[config.mk]
export PLATFORM = sky130hd
export DESIGN_NAME = mac_seq_ctrl
export DESIGN_NICKNAME = d
export VERILOG_FILES = /design/src/rtl/mac_seq_ctrl.sv
export SDC_FILE = /design/constraint.sdc
export NUM_CORES = 1
export LEC_CHECK = 0
export ABC_AREA = 0
export ABC_CLOCK_PERIOD_IN_PS = 1900
export CAP_MARGIN = 20
export CORE_AREA = 2 2 141 143
export CTS_CLUSTER_SIZE = 24
export DETAILED_ROUTE_END_ITERATION = 6
export DIE_AREA = 0 0 143 145
export SLEW_MARGIN = 0
export SYNTH_ARGS = -nofsm -noshare
export SYNTH_HDL_FRONTEND = slang
export SYNTH_SLANG_ARGS = --single-unit
export TNS_END_PERCENT = 100
[constraint.sdc]
create_clock -name clk -period 1.9 [get_ports clk]
set_input_delay 0.285 -clock clk [delete_from_list [all_inputs] [get_ports clk]]
set_output_delay 0.285 -clock clk [all_outputs]
set_load 0.02 [all_outputs]
[src/rtl/mac_seq_ctrl.sv]
// Sequencing controller for the multiply-accumulate datapath.
// Pulls a job of len operand pairs through a valid/ready input stream,
// multiplies each pair in a registered product stage, accumulates the
// products and presents the final sum on a held valid/ready result port.
//
// Handshake rules (both ports): a transfer happens on a rising clk edge
// where valid and ready are both high. A producer holds its payload stable
// while valid is high and not yet taken; ready never depends on valid.
// in_ready is high only in RUN. out_valid is high only in DONE, and result
// stays stable until the transfer.
module mac_seq_ctrl #(
  parameter int WIDTH     = 8,
  parameter int ACC_WIDTH = 16,
  parameter int LEN_WIDTH = 4
) (
  input  logic                 clk,
  input  logic                 rst_n,
  input  logic                 start,
  input  logic [LEN_WIDTH-1:0] len,
  output logic                 busy,
  input  logic                 in_valid,
  output logic                 in_ready,
  input  logic [WIDTH-1:0]     a,
  input  logic [WIDTH-1:0]     b,
  output logic                 out_valid,
  input  logic                 out_ready,
  output logic [ACC_WIDTH-1:0] result,
  output logic                 ovf,
  output logic [1:0]           state_dbg
);

  typedef enum logic [1:0] {
    S_IDLE  = 2'd0,
    S_RUN   = 2'd1,
    S_DRAIN = 2'd2,
    S_DONE  = 2'd3
  } state_t;

  state_t                 state_q, state_d;
  logic [ACC_WIDTH-1:0]   acc_q;
  logic                   ovf_q;
  logic [2*WIDTH-1:0]     p_reg_q;
  logic                   p_vld_q;
  logic [LEN_WIDTH-1:0]   count_q;
  logic [LEN_WIDTH-1:0]   len_q;

  logic                   start_take;
  logic                   accept;
  logic                   last_accept;
  logic [LEN_WIDTH:0]     count_inc;
  logic [2*WIDTH-1:0]     prod;
  logic [ACC_WIDTH:0]     acc_sum;

  // Full-width unsigned product; operands are zero-extended first.
  assign prod = {{WIDTH{1'b0}}, a} * {{WIDTH{1'b0}}, b};

  // One extra bit on the sum exposes the carry-out that feeds ovf.
  assign acc_sum = {1'b0, acc_q} + {{(ACC_WIDTH + 1 - 2*WIDTH){1'b0}}, p_reg_q};

  // count is widened so count+1 cannot wrap before the compare with len.
  assign count_inc   = {1'b0, count_q} + {{LEN_WIDTH{1'b0}}, 1'b1};
  assign start_take  = (state_q == S_IDLE) && start;
  assign accept      = in_ready && in_valid;
  assign last_accept = accept && (count_inc == {1'b0, len_q});

  assign result    = acc_q;
  assign ovf       = ovf_q;
  assign state_dbg = state_q;

  // State register.
  always_ff @(posedge clk or negedge rst_n) begin
    if (!rst_n) begin
      state_q <= S_IDLE;
    end else begin
      state_q <= state_d;
    end
  end

  // Next-state and port decode.
  always_comb begin
    state_d   = state_q;
    busy      = 1'b1;
    in_ready  = 1'b0;
    out_valid = 1'b0;
    case (state_q)
      S_IDLE: begin
        busy = 1'b0;
        if (start) begin
          state_d = (len == '0) ? S_DONE : S_RUN;
        end
      end
      S_RUN: begin
        in_ready = 1'b1;
        if (last_accept) begin
          state_d = S_DRAIN;
        end
      end
      S_DRAIN: begin
        // The last product is added on this edge.
        state_d = S_DONE;
      end
      S_DONE: begin
        out_valid = 1'b1;
        if (out_ready) begin
          state_d = S_IDLE;
        end
      end
      default: begin
        state_d = S_IDLE;
      end
    endcase
  end

  // Product stage: one registered product per accepted pair.
  always_ff @(posedge clk or negedge rst_n) begin
    if (!rst_n) begin
      p_reg_q <= '0;
      p_vld_q <= 1'b0;
    end else begin
      p_vld_q <= accept;
      if (accept) begin
        p_reg_q <= prod;
      end
    end
  end

  // Job bookkeeping: length captured at start, pairs counted on accept.
  always_ff @(posedge clk or negedge rst_n) begin
    if (!rst_n) begin
      count_q <= '0;
      len_q   <= '0;
    end else if (start_take) begin
      count_q <= '0;
      len_q   <= len;
    end else if (accept) begin
      count_q <= count_inc[LEN_WIDTH-1:0];
    end
  end

  // Accumulator and sticky overflow; both survive until the next start.
  always_ff @(posedge clk or negedge rst_n) begin
    if (!rst_n) begin
      acc_q <= '0;
      ovf_q <= 1'b0;
    end else if (start_take) begin
      acc_q <= '0;
      ovf_q <= 1'b0;
    end else if (p_vld_q) begin
      acc_q <= acc_sum[ACC_WIDTH-1:0];
      if (acc_sum[ACC_WIDTH]) begin
        ovf_q <= 1'b1;
      end
    end
  end

endmodule

Yosys cells after proc, flatten, opt, wreduce, memory -nomap -nowiden
Cells that the tools add are included.
- logic and storage cells: 42
- output and inout bits: 22
- register bits after elaboration: 44
- reductions and logical operators: 10
- multiply operators: 1
- equal/unequal tests: 7
- multiplexer cells: 15
- add/subtract/negate cells: 2
- operators by type and width (kind ; number):
    $mux 16 ; 2
    $add 16x16->17 ; 1
    $mul 8x8->16 ; 1
    $mux 2 ; 4
    $mux 4 ; 2
    $pmux 2 s4 ; 1
    $mux 1 ; 6
    $ne 2x2->1 const B ; 3
    $reduce_bool 2->1 ; 3
    $add 4x1->5 const B ; 1
    $eq 5x4->1 ; 1
    $eq 2x2->1 const B ; 2
    $logic_not 4->1 ; 1
    $logic_and 1x1->1 ; 3
    $reduce_and 3->1 ; 1
    $eq 2x1->1 const B ; 1
    $logic_not 2->1 ; 1
    $reduce_and 2->1 ; 1

Depth between registers and ports, before layout
Gate-level depths: netlist (run 1).
- depth after elaboration: 6
- depth in mapped cells: 16
- mapped depth without buffers: 16

Least setup slack after synthesis (run 1)
OpenSTA, ideal clock, no wires.
- path type: input-to-reg
- from: input a[2]
- to: register p_reg_q[15]
- cell stages on the path: 14
- data arrival time: 3787 ps
- slack: -2021 ps
- cells stage by stage: and2_1 > fa_1 > fa_1 > fa_1 > inv_1 > fa_1 > inv_1 > ha_1 > a21o_1 > a211o_1 > a21oi_1 > a31oi_1 > xnor2_1 > o21ai_0
- longest elaborated chain between the ends: 1
- ends and longest elaborated chain (element ; RTL line ; text):
    start: declaration ; 23 ; input logic [WIDTH-1:0] a,
    $mul 8x8->16 ; 55 ; assign prod = {{WIDTH{1'b0}}, a} * {{WIDTH{1'b0}}, b};
    end signal: assignment ; 122 ; p_reg_q <= prod;
    end: declaration ; 42 ; logic [2*WIDTH-1:0] p_reg_q;
No other way between the ends.
A chain may end at the register's enable or synchronous reset.

Worst setup path in the final report (run 1)
- from: input b[4]
- to: register p_reg_q[14]
- longest elaborated chain between the ends: 1
- ends and longest elaborated chain (element ; RTL line ; text):
    start: declaration ; 24 ; input logic [WIDTH-1:0] b,
    $mul 8x8->16 ; 55 ;
No other way between the ends.

==> impl_metrics.tcl, run 1 <==
set metrics [dict create \
    status "finished with violations" \
    clk_path_buf_depth 2 \
    crit_arrival_ns 3.94 \
    drv_cap 0 \
    root_buffer "clkbuf_16" \
    start_kind "primary input" \
    die_w_um 143 \
    endpoint_kind "register" \
    ys_async_sr_fraction_pct 100 \
    syn-instance-count 518 \
    failed_checks "negative setup slack" \
    hold_viol 0 \
    drc 0 \
    path_cells "buf_8, buf_6, buf_6, and2_4, fa_2, fa_1, inv_1, fa_1, fa_1, inv_2, ha_4, buf_6, inv_4, o21ai_2, nand2_1, or4_1, nand3_1" \
    cts_tree "built" \
    synth_simple_gate_area_share_pct 18.1 \
    synth-xor-area-share_pct 4.84 \
    cts_inserted_buffers 5 \
    nNetsFinal 793 \
    tightestPinTransition_ns 0.384 \
    critPathMaxFanout 3 \
    syn_area_um2 4710 \
    synth_top_family_by_area "adder cells" \
    cp_data_required_time_ns 2.12 \
    slew_headroom_pct 74.3 \
    ys_warn_count 0 \
    leakagePower_uw 0.00327 \
    grt_use_total_pct 11.6 \
    ys_ff_latch 44 \
    htree_levels 2 \
    num_vias 4024 \
    synthMuxAreaShare_pct 3.27 \
    syn_area_per_cell_um2 9.09 \
    min_path_type "primary input to async pin" \
    drt_iter0_drc 93 \
    clkSinkCount 44 \
    grt_pass1_vias 4300 \
    hold_slack_ns 0.322 \
    port_buffers 46 \
    ys.flop_type "dfrtp_1" \
    finClkSkew_ns 0.00799 \
    rows 51 \
    power_density_nw_per_um2 1380 \
    dieArea_um2 20700 \
    core-area_um2 19200 \
    clk_latency_ns 0.29 \
    cp_num_buf_inv 7 \
    fin_crit_ns 3.72 \
    first_pass_iters 4 \
    ys_seq_area_share_pct 23.4 \
    start_util_pct 24.5 \
    rsz0062_at_grt "true" \
    routed_wl_um 11600 \
    synth_edf_count 0 \
    io_pins 47 \
    diodes 0 \
    ys_types 50 \
    fin_ws_ns -1.82 \
    cp_top_family "adder cells" \
    max_freq_ghz 0.269 \
    synth_compound_area_share_pct 13.6 \
    vias_per_cell 4.29 \
    clkSlewWorstSetupHoldPaths_ns 0.07 \
    syn_nets 638 \
    die_height_um 145 \
    final_util_pct 37.4 \
    area_delta_synth_final_pct 52.4 \
    timing_worst_setup_path_type "primary input to register" \
    ant_nets 0 \
    synthAdderAreaFrac_pct 31.2 \
    period_share_pct 196 \
    gp_congestion 0.830 \
    p_total_uw 9930 \
    setup_viol 23 \
    drive_gt1_share_pct 38.3 \
    wire_per_inst_um 12.4 \
    worst_ir_drop_vdd_v 0.000443 \
    dp_hpwl_um 9220 \
    crit_slowest_cell "fa_1" \
    grt_max_degree 23 \
    gr-total-overflow 0 \
    grt_pass1_wl_um 20100 \
    drv_slew 0 \
    antenna_found_initial 0 \
    cp_slowest_stage_delay_ns 0.51 \
]
==> synthesized netlist by cell type, types with 7 or more instances <==
library cell	n	area share, %
mux2i_1	12	2.6
xor2_1	9	1.7
xnor2_1	17	3.2
a21o_1	7	1.1
dfrtp_1	44	23
and2_1	55	7.3
o21ai_0	30	3.2
fa_1	37	16
nand2_1	52	4.1
nor3_1	8	0.85
inv_1	61	4.9
nor2_1	32	2.6
ha_1	58	15
clkbuf_1	7	0.56
a21oi_1	22	2.3
==> where the power goes <==
part / switching [uW] / leakage, uW / total, uW / internal [uW]
combinational: 3550 / 0.00265 / 7390 / 3830
sequential: 355 / 0.000556 / 1690 / 1330
clock: 369 / 0.0000669 / 855 / 486
total: 4270 / 0.00327 / 9930 / 5650
==> layout make-up <==
| cell class | instances | area, um^2 |
|---|---|---|
| fillers | 1954 | 12000 |
| multi-input cells | 403 | 3990 |
| repair buffers | 157 | 1370 |
| flip-flops and latches | 44 | 1110 |
| well taps | 265 | 332 |
| inverters | 62 | 235 |
| clock buffers | 6 | 129 |
| clock inverters | 2 | 12.5 |
==> flip-flops by register name, indices dropped and copies added, names as in the netlist <==
| name | flops |
|---|---|
| count_q | 4 |
| result | 16 |
| ovf | 1 |
| len_q | 4 |
| p_vld_q | 1 |
| state_dbg | 2 |
| p_reg_q | 16 |
==> worst reg2reg max path, stage by stage (launching register included) <==
cell	delay (ns)
dfrtp_1	0.42
ha_4	0.17
inv_2	0.03
fa_2	0.33
nand3b_1	0.22
buf_6	0.16
a211oi_4	0.23
o32ai_1	0.13
xnor2_1	0.13
mux2i_1	0.13
nor2_1	0.05
==> worst paths after layout <==
check / from / to / slack [ns] / cells past startpoint
max: b[4] / p_reg_q[14] / -1.82 / 17
min: rst_n / state_dbg[0] / 0.32 / 2
max reg2reg: p_reg_q[0] / result[10] / -0.22 / 10
min reg2reg: p_reg_q[10] / p_reg_q[10] / 0.50 / 2
max in group asynchronous: rst_n / result[2] / 1.08 / 3
min in group clk: b[0] / p_reg_q[0] / 0.42 / 4
==> cells by family after synthesis <==
| group | count (synthesis) |
|---|---|
| mux | 15 |
| flops | 44 |
| compound gates | 98 |
| xor+xnor | 26 |
| simple gates | 169 |
| buf+inv | 71 |
| fa+ha+maj | 95 |
==> what timing repair did <==
item	4_1_cts	5_1_grt
hold buffers	1	0
gates resized for setup	144	45
endpoints found under the hold margin	2	0
pin swaps	60	52
setup buffers	15	4
setup endpoints to repair	26	24
==> metrics by stage <==
stage / instances / setup TNS (ns) / setup slack, ns / cell area (um^2)
detailed placement: 916 / -31.06 / -2.72 / 6500
global route: 939 / -22.48 / -1.95 / 7180
global placement: 916 / -30.19 / -2.57 / 6500
floorplan: 518 / -17.22 / -1.77 / 5020
finish: 939 / -19.74 / -1.82 / 7180
CTS: 938 / -20.33 / -1.86 / 7010
==> layout by cell type (no fill, tap or decap), types with 3 or more instances in the layout <==
master,instances
buf_4,88
inv_1,50
nand2_1,46
ha_1,38
dfrtp_1,38
and2_1,35
fa_1,29
nor2_1,27
clkdlybuf4s50_1,27
buf_6,25
and2_4,20
ha_4,20
xnor2_1,15
o21ai_0,15
a21oi_1,15
mux2i_1,12
inv_2,11
o21ai_1,10
xor2_1,9
fa_2,8
buf_2,8
a21o_1,7
o21ai_2,6
dfrtp_2,6
nor3_2,5
clkbuf_16,5
o21a_1,4
a21oi_2,4
or3_1,3
nor2_4,3
a21oi_4,3
nand3_1,3
a31oi_1,3
nand2_2,3
a211oi_2,3
buf_8,3
==> layer usage <==
metal	GRT usage, %	up-vias	part of all wire, %
li1	-	2040	-
met1	15.6	1925	47
met2	20.0	52	49
met3	1.49	7	2.5
met4	2.33	0	0.74
met5	0	-	0
Power figures use the tool's default switching activity.
==> run 2, diff against run 1 <==
--- a/config.mk
+++ b/config.mk
@@ -12,6 +12,7 @@
 export CTS_CLUSTER_SIZE = 24
 export DETAILED_ROUTE_END_ITERATION = 6
 export DIE_AREA = 0 0 143 145
+export HOLD_SLACK_MARGIN = 0.03
 export SLEW_MARGIN = 0
 export SYNTH_ARGS = -nofsm -noshare
 export SYNTH_HDL_FRONTEND = slang
==> results of run 2 <==
The final DEF is identical to that of run 1; final timing and power are the same.
